==> config.mk <==
export PLATFORM = sky130hd
export DESIGN_NAME = systolic_feeder_flat
export DESIGN_NICKNAME = d
export VERILOG_FILES = /design/src/rtl/systolic_feeder_if.sv /design/src/rtl/systolic_feeder.sv /design/src/flat_wrapper.sv
export SDC_FILE = /design/constraint.sdc
export NUM_CORES = 1
export LEC_CHECK = 0
export BUFFER_PORTS_ARGS = -buffer_cell sky130_fd_sc_hd__buf_2
export CAP_MARGIN = 20
export CORE_ASPECT_RATIO = 0.9
export CORE_MARGIN = 4
export CORE_UTILIZATION = 55
export DETAILED_ROUTE_END_ITERATION = 7
export HOLD_SLACK_MARGIN = 0.02
export PLACE_DENSITY = 0.82
export REMOVE_ABC_BUFFERS = 1
export SYNTH_ARGS = -nofsm -noshare
export SYNTH_HDL_FRONTEND = slang
export SYNTH_SLANG_ARGS = --single-unit
export TNS_END_PERCENT = 5
==> constraint.sdc <==
create_clock -name clk -period 3.7 [get_ports clk]
set_input_delay 0 -clock clk [delete_from_list [all_inputs] [get_ports clk]]
set_output_delay 0 -clock clk [all_outputs]
set_load 0.005 [all_outputs]
==> src/rtl/systolic_feeder_if.sv <==
// Bus bundle between systolic_feeder and its environment: command channel,
// tile-buffer read port, weight load port, start/clear and activation stream.
interface systolic_feeder_if #(
  parameter int ARRAY_SIZE = 4,
  parameter int DATA_WIDTH = 8,
  parameter int ADDR_WIDTH = 10
);
  // Command channel
  logic                             cmd_valid;
  logic                             cmd_ready;
  logic [ADDR_WIDTH-1:0]            cmd_w_addr;
  logic [ADDR_WIDTH-1:0]            cmd_a_addr;
  logic [15:0]                      cmd_m_rows;
  logic                             cmd_clear;
  // Tile buffer read port
  logic                             mem_rd_en;
  logic [ADDR_WIDTH-1:0]            mem_rd_addr;
  logic [ARRAY_SIZE*DATA_WIDTH-1:0] mem_rd_data;
  // Weight load port
  logic                             weight_load_en;
  logic [$clog2(ARRAY_SIZE)-1:0]    weight_load_col;
  logic [ARRAY_SIZE*DATA_WIDTH-1:0] weight_load_data;
  // Array control and activation stream
  logic                             start;
  logic                             clear_acc;
  logic                             act_valid;
  logic [ARRAY_SIZE*DATA_WIDTH-1:0] act_data;
  logic                             act_ready;
  // Status
  logic                             busy;
  logic                             done;

  // Feeder side
  modport master (
    input  cmd_valid, cmd_w_addr, cmd_a_addr, cmd_m_rows, cmd_clear,
    input  mem_rd_data, act_ready,
    output cmd_ready, mem_rd_en, mem_rd_addr,
    output weight_load_en, weight_load_col, weight_load_data,
    output start, clear_acc, act_valid, act_data, busy, done
  );

  // Environment side (command source, tile buffer, array)
  modport slave (
    output cmd_valid, cmd_w_addr, cmd_a_addr, cmd_m_rows, cmd_clear,
    output mem_rd_data, act_ready,
    input  cmd_ready, mem_rd_en, mem_rd_addr,
    input  weight_load_en, weight_load_col, weight_load_data,
    input  start, clear_acc, act_valid, act_data, busy, done
  );
endinterface

==> src/rtl/systolic_feeder.sv <==
// systolic_feeder: accepts one GEMM-tile command, loads ARRAY_SIZE weight
// columns from the tile buffer into the array, pulses start/clear_acc, then
// streams M activation rows through a 2-entry buffer with valid/ready.
module systolic_feeder #(
  parameter int ARRAY_SIZE = 4,
  parameter int DATA_WIDTH = 8,
  parameter int ADDR_WIDTH = 10
) (
  input logic               clk,
  input logic               rst_n,
  systolic_feeder_if.master bus
);
  localparam int ROW_W = ARRAY_SIZE * DATA_WIDTH;
  localparam int COL_W = $clog2(ARRAY_SIZE);

  typedef enum logic [2:0] {
    S_IDLE, S_W_LOAD, S_START, S_A_STREAM, S_DONE
  } state_e;

  state_e                state_q, state_d;
  logic [ADDR_WIDTH-1:0] w_addr_q, w_addr_d;
  logic [ADDR_WIDTH-1:0] a_addr_q, a_addr_d;
  logic [15:0]           m_rows_q, m_rows_d;
  logic                  clear_q, clear_d;
  logic [15:0]           issue_cnt_q, issue_cnt_d;  // reads issued in current phase
  logic [15:0]           xfer_cnt_q, xfer_cnt_d;    // activation beats delivered
  logic [COL_W-1:0]      wr_col_q, wr_col_d;        // next weight column to write
  logic                  rd_pend_q, rd_pend_d;      // a read returns data this cycle
  logic [ROW_W-1:0]      row_buf_q [2];
  logic [ROW_W-1:0]      row_buf_d [2];
  logic                  head_q, head_d;
  logic [1:0]            cnt_q, cnt_d;              // occupied buffer entries
  logic                  push, pop;

  // Next-state, datapath updates and all outputs.
  // NOTE: every signal gets a default at the top so no path leaves it unassigned (no latch).
  always_comb begin
    state_d     = state_q;
    w_addr_d    = w_addr_q;
    a_addr_d    = a_addr_q;
    m_rows_d    = m_rows_q;
    clear_d     = clear_q;
    issue_cnt_d = issue_cnt_q;
    xfer_cnt_d  = xfer_cnt_q;
    wr_col_d    = wr_col_q;
    rd_pend_d   = 1'b0;
    row_buf_d   = row_buf_q;
    head_d      = head_q;
    cnt_d       = cnt_q;
    push        = 1'b0;
    pop         = 1'b0;

    bus.cmd_ready        = 1'b0;
    bus.mem_rd_en        = 1'b0;
    bus.mem_rd_addr      = '0;
    bus.weight_load_en   = 1'b0;
    bus.weight_load_col  = '0;
    bus.weight_load_data = '0;
    bus.start            = 1'b0;
    bus.clear_acc        = 1'b0;
    bus.act_valid        = 1'b0;
    bus.act_data         = '0;
    bus.busy             = (state_q != S_IDLE);
    bus.done             = 1'b0;

    case (state_q)
      S_IDLE: begin
        bus.cmd_ready = 1'b1;
        if (bus.cmd_valid) begin
          w_addr_d    = bus.cmd_w_addr;
          a_addr_d    = bus.cmd_a_addr;
          m_rows_d    = bus.cmd_m_rows;
          clear_d     = bus.cmd_clear;
          issue_cnt_d = '0;
          xfer_cnt_d  = '0;
          wr_col_d    = '0;
          state_d     = S_W_LOAD;
        end
      end

      S_W_LOAD: begin
        if (issue_cnt_q < 16'(ARRAY_SIZE)) begin
          bus.mem_rd_en   = 1'b1;
          bus.mem_rd_addr = w_addr_q + ADDR_WIDTH'(issue_cnt_q);
          issue_cnt_d     = issue_cnt_q + 16'd1;
          rd_pend_d       = 1'b1;
        end
        // Returned column goes straight to the array on the cycle it arrives
        if (rd_pend_q) begin
          bus.weight_load_en   = 1'b1;
          bus.weight_load_col  = wr_col_q;
          bus.weight_load_data = bus.mem_rd_data;
          wr_col_d             = wr_col_q + 1'b1;
          if (wr_col_q == COL_W'(ARRAY_SIZE - 1)) begin
            issue_cnt_d = '0;
            state_d     = S_START;
          end
        end
      end

      S_START: begin
        bus.start     = 1'b1;
        bus.clear_acc = clear_q;
        head_d        = 1'b0;
        cnt_d         = '0;
        if (m_rows_q != 16'd0) begin
          bus.mem_rd_en   = 1'b1;
          bus.mem_rd_addr = a_addr_q;
          issue_cnt_d     = 16'd1;
          rd_pend_d       = 1'b1;
          state_d         = S_A_STREAM;
        end else begin
          state_d = S_DONE;
        end
      end

      S_A_STREAM: begin
        // A row arriving into an empty buffer is presented immediately; it
        // is stored only if the array does not take it this cycle.
        bus.act_valid = (cnt_q != 2'd0) || rd_pend_q;
        bus.act_data  = (cnt_q != 2'd0) ? row_buf_q[head_q] : bus.mem_rd_data;
        push = rd_pend_q && !((cnt_q == 2'd0) && bus.act_ready);
        pop  = (cnt_q != 2'd0) && bus.act_ready;
        if (push) row_buf_d[head_q ^ cnt_q[0]] = bus.mem_rd_data;
        if (pop)  head_d = ~head_q;
        cnt_d = cnt_q + 2'(push) - 2'(pop);

        // Never have more rows in flight or buffered than there are entries
        if (((2'(rd_pend_q) + cnt_q) < 2'd2) && (issue_cnt_q < m_rows_q)) begin
          bus.mem_rd_en   = 1'b1;
          bus.mem_rd_addr = a_addr_q + ADDR_WIDTH'(issue_cnt_q);
          issue_cnt_d     = issue_cnt_q + 16'd1;
          rd_pend_d       = 1'b1;
        end

        if (bus.act_valid && bus.act_ready) begin
          xfer_cnt_d = xfer_cnt_q + 16'd1;
          if (xfer_cnt_q + 16'd1 == m_rows_q) state_d = S_DONE;
        end
      end

      S_DONE: begin
        bus.done = 1'b1;
        state_d  = S_IDLE;
      end

      default: state_d = S_IDLE;
    endcase
  end

  // Control state register; reset discards any read in flight.
  // NOTE: sequential state uses non-blocking assignments so all flops update together.
  always_ff @(posedge clk or negedge rst_n) begin
    if (!rst_n) begin
      state_q     <= S_IDLE;
      w_addr_q    <= '0;
      a_addr_q    <= '0;
      m_rows_q    <= '0;
      clear_q     <= 1'b0;
      issue_cnt_q <= '0;
      xfer_cnt_q  <= '0;
      wr_col_q    <= '0;
      rd_pend_q   <= 1'b0;
      head_q      <= 1'b0;
      cnt_q       <= '0;
    end else begin
      state_q     <= state_d;
      w_addr_q    <= w_addr_d;
      a_addr_q    <= a_addr_d;
      m_rows_q    <= m_rows_d;
      clear_q     <= clear_d;
      issue_cnt_q <= issue_cnt_d;
      xfer_cnt_q  <= xfer_cnt_d;
      wr_col_q    <= wr_col_d;
      rd_pend_q   <= rd_pend_d;
      head_q      <= head_d;
      cnt_q       <= cnt_d;
    end
  end

  // Row buffer storage.
  // NOTE: data entries are not reset; cnt_q marks them empty and act_data is gated when invalid.
  always_ff @(posedge clk) begin
    row_buf_q <= row_buf_d;
  end
endmodule
==> src/flat_wrapper.sv <==
// flat-port wrapper written by rule: the top's interface ports become plain ports
module systolic_feeder_flat 
#(
  parameter int ARRAY_SIZE = 4,
  parameter int DATA_WIDTH = 8,
  parameter int ADDR_WIDTH = 10
)
  (clk, rst_n, bus_cmd_valid, bus_cmd_w_addr, bus_cmd_a_addr, bus_cmd_m_rows, bus_cmd_clear, bus_mem_rd_data, bus_act_ready, bus_cmd_ready, bus_mem_rd_en, bus_mem_rd_addr, bus_weight_load_en, bus_weight_load_col, bus_weight_load_data, bus_start, bus_clear_acc, bus_act_valid, bus_act_data, bus_busy, bus_done);
  systolic_feeder_if #(.ARRAY_SIZE(ARRAY_SIZE), .DATA_WIDTH(DATA_WIDTH), .ADDR_WIDTH(ADDR_WIDTH)) bus_i ();
  input logic clk;
  input logic rst_n;
  input wire logic [$bits(bus_i.cmd_valid)-1:0] bus_cmd_valid;
  input wire logic [$bits(bus_i.cmd_w_addr)-1:0] bus_cmd_w_addr;
  input wire logic [$bits(bus_i.cmd_a_addr)-1:0] bus_cmd_a_addr;
  input wire logic [$bits(bus_i.cmd_m_rows)-1:0] bus_cmd_m_rows;
  input wire logic [$bits(bus_i.cmd_clear)-1:0] bus_cmd_clear;
  input wire logic [$bits(bus_i.mem_rd_data)-1:0] bus_mem_rd_data;
  input wire logic [$bits(bus_i.act_ready)-1:0] bus_act_ready;
  output wire logic [$bits(bus_i.cmd_ready)-1:0] bus_cmd_ready;
  output wire logic [$bits(bus_i.mem_rd_en)-1:0] bus_mem_rd_en;
  output wire logic [$bits(bus_i.mem_rd_addr)-1:0] bus_mem_rd_addr;
  output wire logic [$bits(bus_i.weight_load_en)-1:0] bus_weight_load_en;
  output wire logic [$bits(bus_i.weight_load_col)-1:0] bus_weight_load_col;
  output wire logic [$bits(bus_i.weight_load_data)-1:0] bus_weight_load_data;
  output wire logic [$bits(bus_i.start)-1:0] bus_start;
  output wire logic [$bits(bus_i.clear_acc)-1:0] bus_clear_acc;
  output wire logic [$bits(bus_i.act_valid)-1:0] bus_act_valid;
  output wire logic [$bits(bus_i.act_data)-1:0] bus_act_data;
  output wire logic [$bits(bus_i.busy)-1:0] bus_busy;
  output wire logic [$bits(bus_i.done)-1:0] bus_done;
  assign bus_i.cmd_valid = bus_cmd_valid;
  assign bus_i.cmd_w_addr = bus_cmd_w_addr;
  assign bus_i.cmd_a_addr = bus_cmd_a_addr;
  assign bus_i.cmd_m_rows = bus_cmd_m_rows;
  assign bus_i.cmd_clear = bus_cmd_clear;
  assign bus_i.mem_rd_data = bus_mem_rd_data;
  assign bus_i.act_ready = bus_act_ready;
  assign bus_cmd_ready = bus_i.cmd_ready;
  assign bus_mem_rd_en = bus_i.mem_rd_en;
  assign bus_mem_rd_addr = bus_i.mem_rd_addr;
  assign bus_weight_load_en = bus_i.weight_load_en;
  assign bus_weight_load_col = bus_i.weight_load_col;
  assign bus_weight_load_data = bus_i.weight_load_data;
  assign bus_start = bus_i.start;
  assign bus_clear_acc = bus_i.clear_acc;
  assign bus_act_valid = bus_i.act_valid;
  assign bus_act_data = bus_i.act_data;
  assign bus_busy = bus_i.busy;
  assign bus_done = bus_i.done;
  systolic_feeder #(.ARRAY_SIZE(ARRAY_SIZE), .DATA_WIDTH(DATA_WIDTH), .ADDR_WIDTH(ADDR_WIDTH)) u_core (.clk(clk), .rst_n(rst_n), .bus(bus_i));
endmodule
* Word-level counts from Yosys, hierarchy flattened
Index checks and enable logic that the tools add are counted.
Cells by class: reduce and logical (&&, ||, !) cells 24, mux-type cells 49, bitwise operators 4, order comparisons 6, $add $sub $neg 8, equal/unequal tests 14
Operators by type and width (count):
- $mux W32 | 8
- $mux W16 | 7
- $bwmux W64 | 1
- $pmux W16 S4 | 1
- $add A16 B1 Y16 const B | 2
- $demux W32 S1 | 1
- $pmux W16 S2 | 1
- $mux W10 | 3
- $pmux W10 S3 | 1
- $add A10 B10 Y10 | 2
- $mux W3 | 6
- $eq A16 B16 Y1 | 1
- $lt A16 B16 Y1 | 1
- $lt A16 B3 Y1 const B | 1
- $reduce_bool A16 Y1 | 1
- $ne A2 B1 Y1 const B | 7
- $pmux W3 S4 | 1
- $mux W1 | 11
- $mux W2 | 4
- $pmux W2 S2 | 2
- $reduce_bool A2 Y1 | 4
- $eq A3 B2 Y1 const B | 2
- $logic_and A1 B1 Y1 | 6
- $reduce_and A2 Y1 | 3
- 25 further kinds | 28
Storage, ports and cells: input port bits 73, register bits 142, word-level logic and storage cells 118

* Longest topological paths before layout
Gate-level depths: netlist of the first run.
depth in word-level cells 7, gate-level depth with buffers 10, depth with buffers taken out 10

* Worst setup path after synthesis of the first run
No wires, ideal clock.
path kind register -> register, from register u_core.state_q[2], to register u_core.row_buf_q[0] in the netlist's numbering (enable), buffers on the path 2, library setup time 0.421 ns, stages on the path, launching flop included 7, clock period less this slack 3.020 ns, arrival time 2.599 ns, path slack 0.680 ns, required time 3.279 ns, cell sequence dfrtp_1 > clkbuf_1 > nand2b_1 > clkbuf_1 > nor2_1 > nand2_1 > nor2_1
Between the ends: cells in the longest elaborated chain, start to end 2
Ends and longest elaborated chain:
- start, declared | RTL line systolic_feeder.sv:20 | state_e state_q, state_d;
- start signal, assigned | RTL line systolic_feeder.sv:167 | state_q <= state_d;
- $eq A3 B2 Y1 | RTL line systolic_feeder.sv:66 | case (state_q)
- $reduce_and A2 Y1 (no source line)
- end signal, assigned | RTL line systolic_feeder.sv:184 | row_buf_q <= row_buf_d;
- end, declared | RTL line systolic_feeder.sv:29 | logic [ROW_W-1:0] row_buf_q [2];
No other way between the ends. A chain may end at the register's enable or synchronous reset.

* Worst setup path after layout of the first run
from register u_core.issue_cnt_q[6], to output port bus_mem_rd_en
Between the ends: cells in the longest elaborated chain, start to end 4, elaborated cells on any way between the ends 6, classes of those cells order compare: 2; mux: 3; reduce/logical: 1
Ends and longest elaborated chain:
- start, declared | RTL line systolic_feeder.sv:25 | logic [15:0] issue_cnt_q, issue_cnt_d;
- start signal, assigned | RTL line systolic_feeder.sv:172 | issue_cnt_q <= issue_cnt_d;
- $lt A16 B16 Y1 | RTL line systolic_feeder.sv:129 | if (((2'(rd_pend_q) + cnt_q) < 2'd2) && (issue_cnt_q < m_rows_q)) begin
- $logic_and A1 B1 Y1 | RTL line systolic_feeder.sv:129
- $mux W1 | RTL line systolic_feeder.sv:129
- $pmux W1 S3 * | RTL line systolic_feeder.sv:66
- end, declared | RTL line flat_wrapper.sv:20 | output wire logic [$bits(bus_i.mem_rd_en)-1:0] bus_mem_rd_en;
Every way passes the cells marked *; elsewhere a longest branch is shown, timed or not.

==> results of run 1 <==
## synth_stat cells (all sizes together) (4+ instances only)
library cell / count / area [um^2]
o31ai: 10 / 75.1
or2: 5 / 31.3
a21oi: 27 / 135
a222oi: 4 / 40.0
mux2i: 35 / 350
clkbuf: 40 / 150
nand2: 77 / 292
xor2: 13 / 114
nand3: 18 / 95.1
buf: 8 / 45.0
a211oi: 36 / 270
nand4: 10 / 62.6
nor2b: 5 / 31.3
xnor2: 27 / 236
nor3: 16 / 91.3
and3: 43 / 269
a221o: 4 / 40.0
mux2: 22 / 248
ha: 38 / 475
a21o: 4 / 30.0
dfrtp: 78 / 1950
nor4: 9 / 62.6
edfxtp: 64 / 1920
or3: 6 / 37.5
and2: 10 / 63.8
o21ai: 67 / 335
o41ai: 6 / 52.6
a31oi: 8 / 50.1
inv: 43 / 161
nor2: 76 / 285
## layer usage
layer  up-vias  share of wire (%)  global-route usage [%]
met1      3544                 43                    35.6
li1       3557                  -                       -
met2       340                 47                    41.8
met3        70                6.3                    5.96
met5         -                  0                       0
met4         0                3.7                    11.4
## metrics by stage
step / instance area [um^2] / utilization [%] / hold WS, ns / setup slack [ns]
detailed placement: 9360 / 63.1 / 0.218 / 0.649
floorplan: 8200 / - / -0.296 / 0.433
finish: 10700 / 72.2 / 0.210 / 0.208
global route: 10700 / 72.2 / 0.229 / 0.0553
global placement: 9360 / 63.1 / 0.214 / 0.719
CTS: 10700 / 72.0 / 0.194 / 0.250
## what timing repair did
item,CTS,global route
resized for setup,0,0
setup buffers,0,0
hold endpoints to repair,180,6
hold buffers,71,1
## power breakdown
part / internal (W) / leakage [nW] / switching [W]
Sequential: 0.00209 / 1.58 / 0.000340
Combinational: 0.00152 / 2.94 / 0.00214
Clock: 0.00102 / 0.291 / 0.000736
Total: 0.00462 / 4.81 / 0.00322
## layout by cell type (no fill, tap or decap), types with 13 or more instances in the layout
master / Yosys / layout
buf_4: 1 / 17
mux2_2: 22 / 22
edfxtp_1: 64 / 64
nor2_1: 76 / 75
nand3_1: 17 / 17
nor3_1: 15 / 15
inv_1: 43 / 43
dlygate4sd3_1: 0 / 72
a211oi_1: 36 / 36
o21ai_0: 67 / 67
xnor2_1: 27 / 27
nand2_1: 76 / 76
buf_2: 3 / 155
xor2_1: 13 / 13
and3_1: 43 / 43
dfrtp_1: 78 / 77
clkbuf_16: 0 / 17
ha_1: 38 / 38
a21oi_1: 27 / 27
mux2i_1: 35 / 35
## worst reg2reg max path, stage by stage (launching register included)
cell,delay (ns)
dfrtp_1,0.50
ha_1,0.38
nand2_1,0.07
o21ai_0,0.20
a21oi_1,0.08
o311ai_1,0.81
a311o_1,0.66
o21ai_0,0.17
a22o_1,0.22
## sequential cells by signal, indices dropped and copies added (netlist names)
name and cells:
u_core.issue_cnt_q 16, u_core.clear_q 1, u_core.cnt_q 2, u_core.head_q 1, u_core.xfer_cnt_q 16, u_core.wr_col_q 2, u_core.state_q 3, u_core.w_addr_q 10
u_core.a_addr_q 10, u_core.row_buf_q 64, u_core.m_rows_q 16, u_core.rd_pend_q 1
## logic make-up after synthesis
family,after synthesis,share of synthesized area [%]
flops,142,46.2
fa+ha+maj,40,6.14
mux,57,7.13
compound gates,192,15.1
simple gates,289,17.1
buf+inv,91,4.25
xor+xnor,40,4.18
## area by class of cell
| class | instances | area [um^2] | area share [%] |
|---|---|---|---|
| Clock buffer | 17 | 425 | 3.97 |
| Clock inverter | 15 | 175 | 1.64 |
| Inverter | 43 | 161 | 1.51 |
| Multi-Input combinational cell | 618 | 4170 | 38.9 |
| Sequential cell | 142 | 3870 | 36.2 |
| Tap cell | 198 | 248 | 2.31 |
| Timing Repair Buffer | 245 | 1650 | 15.4 |
## final timing paths
| check | end | slack [ns] | cells after the start |
|---|---|---|---|
| worst max-delay path | bus_mem_rd_en | 0.21 | 8 |
| max in group asynchronous | u_core.head_q | 2.66 | 4 |
| worst min register to register | u_core.clear_q | 0.50 | 1 |
| min in group asynchronous | u_core.xfer_cnt_q[6] | 0.47 | 3 |
| worst min-delay path | u_core.xfer_cnt_q[0] | 0.21 | 6 |
| worst max register to register | u_core.issue_cnt_q[10] | 0.51 | 8 |
==> impl_metrics.json, run 1 <==
{
  "start_util_pct": 56.6,
  "leakage_nw": 4.81,
  "post_drt_via_cell_ratio": 5.88,
  "synthFlopType": "dfrtp_1",
  "antennaDiodeCount": 0,
  "hp-class": "input pin to flip-flop",
  "critPathCaptureType": "primary output",
  "synth-seq-cells": 142,
  "cp-startpoint": "u_core.issue_cnt_q[6]",
  "vdd_drop_max_mv": 0.501,
  "grt_util_all_layers_pct": 26.6,
  "cts.clk_slew.worst_paths_ns": 0.07,
  "seq_area_frac_synth_pct": 46.2,
  "cts-root-buf": "clkbuf_16",
  "cts_tree": "yes",
  "dr.pass1.iters": 6,
  "h-tree-depth": 4,
  "outcome": "finished, final reports clean",
  "worstPathArrival_ns": 3.49,
  "fmax_ghz": 0.286,
  "grt_max_degree": 79,
  "worst_setup_path_start_kind": "flip-flop",
  "fin_tns_setup_ns": 0,
  "drv_cap": 0,
  "syn_area_mm2": 0.00839,
  "dp.cells": 1173,
  "setup_viol": 0,
  "fin_total_pwr_w": 0.00784,
  "die_y_um": 125,
  "grt-ovfl-total": 0,
  "path_buf_inv": 1,
  "crit_chain": "ha_1, nand2_1, o21ai_0, a21oi_1, o311ai_1, nor2_1, or3_1, buf_2",
  "die-area_mm2": 0.0173,
  "clock_latency_ns": 0.43,
  "io_buffers": 156,
  "reg2reg_from": "u_core.issue_cnt_q[6]",
  "cp_slowest_cell": "o311ai_1",
  "hpwl_um": 14900,
  "drc": 0,
  "power-per-cell-area_mw_per_mm2": 732,
  "wl_per_cell_um": 18.1,
  "maxSlewViolCount": 0,
  "synth-edff-count": 64,
  "final.fill_count": 1039,
  "core-area_mm2": 0.0148,
  "skew_ns": 0.0111,
  "grt_first_pass_wirelength_um": 37700,
  "tightest_slew_ns": 0.937,
  "hold_viol_final": 0,
  "drive_above_1_share_pct": 22.8,
  "num_vias": 7511,
  "grt_pass1_vias": 7245,
  "cpPeakStageDelay_ns": 0.81,
  "synthArstFlopShare_pct": 54.9,
  "finalNonFillerCells": 1278,
  "yosysWarnings": 0,
  "area_delta_synth_final_pct": 27.6,
  "min_from": "bus_cmd_valid",
  "antenna_found_initial": 0,
  "period_needed_ns": 3.49,
  "drtIter0Drc": 724,
  "critPathTopFamily": "compound AO/OA/AOI/OAI gates",
  "wl_um": 23200,
  "synthesis.instances": 851,
  "required_ns": 3.70,
  "gp_congestion": 0.907,
  "crit_fanout": 9,
  "die_w_um": 138,
  "cts.sinks": 142,
  "finalNetCount": 1180,
  "crit_type": "flip-flop to primary output",
  "clk_path_buf_depth": 2,
  "relSlewSlack_pct": 36.6,
  "avgSynthCellArea_um2": 9.86,
  "finalCritPeriodShare_pct": 94.4,
  "rows": 42,
  "ant_nets": 0,
  "ios": 157,
  "numCtsBuffers": 17,
  "synthDistinctLibCells": 69,
  "rsz0062_at_grt": "false"
}
Power figures use the tool's default switching activity.
==> run 2: changes to the inputs <==
RECOVER_POWER = 25   (was not set)
==> impl_metrics.json, run 2 (same netlist as run 1, synthesis figures left out) <==
{
  "area_delta_synth_final_pct": 26.8,
  "vdd_drop_max_mv": 0.502,
  "rows": 42,
  "grt_util_all_layers_pct": 26.6,
  "power-per-cell-area_mw_per_mm2": 735,
  "core-area_mm2": 0.0148,
  "required_ns": 3.70,
  "worstPathArrival_ns": 3.48,
  "tightest_slew_ns": 1.81,
  "regMostFlops": "u_core.row_buf_q",
  "crit_fanout": 9,
  "num_vias": 7475,
  "cts.clk_slew.worst_paths_ns": 0.07,
  "setup_viol": 0,
  "io_buffers": 156,
  "finalNetCount": 1180,
  "final_common_cell": "buf_2",
  "antenna_found_initial": 0,
  "post_drt_via_cell_ratio": 5.85,
  "hpwl_um": 14900,
  "gp_congestion": 0.907,
  "worst_setup_path_start_kind": "flip-flop",
  "die_w_um": 138,
  "drtIter0Drc": 799,
  "h-tree-depth": 4,
  "hp-class": "input pin to flip-flop",
  "numCtsBuffers": 17,
  "leakage_nw": 4.71,
  "die_y_um": 125,
  "violations": "max-capacitance violations, max-slew violations",
  "relSlewSlack_pct": -20.9,
  "rsz0062_at_grt": "false",
  "dr.pass1.iters": 5,
  "finalCritPeriodShare_pct": 94.2,
  "grt-ovfl-total": 0,
  "drv_cap": 1,
  "cts.sinks": 142,
  "maxSlewViolCount": 73,
  "wl_per_cell_um": 18.0,
  "largest_reg_flops": 64,
  "grt_first_pass_wirelength_um": 37700,
  "clk_path_buf_depth": 2,
  "fmax_ghz": 0.287,
  "cts_tree": "yes",
  "fin_total_pwr_w": 0.00782,
  "fin_tns_setup_ns": 0,
  "drc": 0,
  "grt_pass1_vias": 7245,
  "cts-root-buf": "clkbuf_16",
  "clock_latency_ns": 0.43,
  "ant_nets": 0,
  "r2r_setup_slack_ns": 0.52,
  "crit_type": "flip-flop to primary output",
  "skew_ns": 0.0110,
  "ios": 157,
  "die-area_mm2": 0.0173,
  "wl_um": 23000,
  "hold_viol_final": 0,
  "outcome": "complete, but fails checks",
  "antennaDiodeCount": 0,
  "critPathCaptureType": "primary output",
  "drive_above_1_share_pct": 19.7,
  "period_needed_ns": 3.48,
  "holdWs_ns": 0.213,
  "start_util_pct": 56.6,
  "grt_max_degree": 79,
  "final_cell_mix": "123 x buf_2, 77 x dfrtp_1, 76 x nand2_1"
}
run 2: power breakdown:
part / total [W] / internal, W / switching, W
Sequential: 0.00243 / 0.00209 / 0.000341
Combinational: 0.00364 / 0.00151 / 0.00213
Clock: 0.00175 / 0.00102 / 0.000734
run 2: metrics by stage:
step	cell area [um^2]	setup slack (ns)	std cells	utilization [%]
2_1_floorplan	8200	0.433	803	-
3_3_place_gp	9360	0.719	1173	63.1
3_5_place_dp	9360	0.649	1173	63.1
4_1_cts	10700	0.250	1276	72.0
5_1_grt	10600	0.0553	1278	71.8
6_report	10600	0.216	1278	71.8
run 2: path summary, 6_finish.rpt:
path | start | endpoint | depth (start not counted)
worst min register to register | u_core.clear_q | u_core.clear_q | 1
worst max register to register | u_core.issue_cnt_q[6] | u_core.issue_cnt_q[10] | 8
max in group asynchronous | rst_n | u_core.head_q | 4
worst max-delay path | u_core.issue_cnt_q[6] | bus_mem_rd_en | 8
worst min-delay path | bus_cmd_valid | u_core.xfer_cnt_q[0] | 6
min in group asynchronous | rst_n | u_core.xfer_cnt_q[6] | 3
run 2: layout make-up:
cell class                      instances  area [um^2]
Clock buffer                           17          425
Inverter                               43          161
Fill cell                            1066         4180
Clock inverter                         15          175
Timing Repair Buffer                  245         1590
Sequential cell                       142         3870
Multi-Input combinational cell        618         4170
Tap cell                              198          248
run 2: repair_timing:
item / in CTS / in global routing
gates resized for setup: 0 / 0
hold endpoints to repair: 180 / 6
hold buffers: 71 / 1
buffers inserted: 0 / 0
run 2: metal layers:
metal / share of wire, % / global-route usage [%] / wire length (um) / up-vias
li1: - / - / - / 3563
met1: 43 / 35.6 / 10000 / 3520
met2: 47 / 41.8 / 10800 / 322
met3: 5.8 / 5.96 / 1340 / 70
met4: 3.8 / 11.4 / 865 / 0
met5: 0 / 0 / 0 / -
run 2: worst max-delay path, stage by stage, from the launching register on:
cell and delay, ns:
dfrtp_1 0.50, ha_1 0.38, nand2_1 0.07, o21ai_0 0.20, a21oi_1 0.08, o311ai_1 0.81, nor2_1 0.39, or3_1 0.48
buf_2 0.15
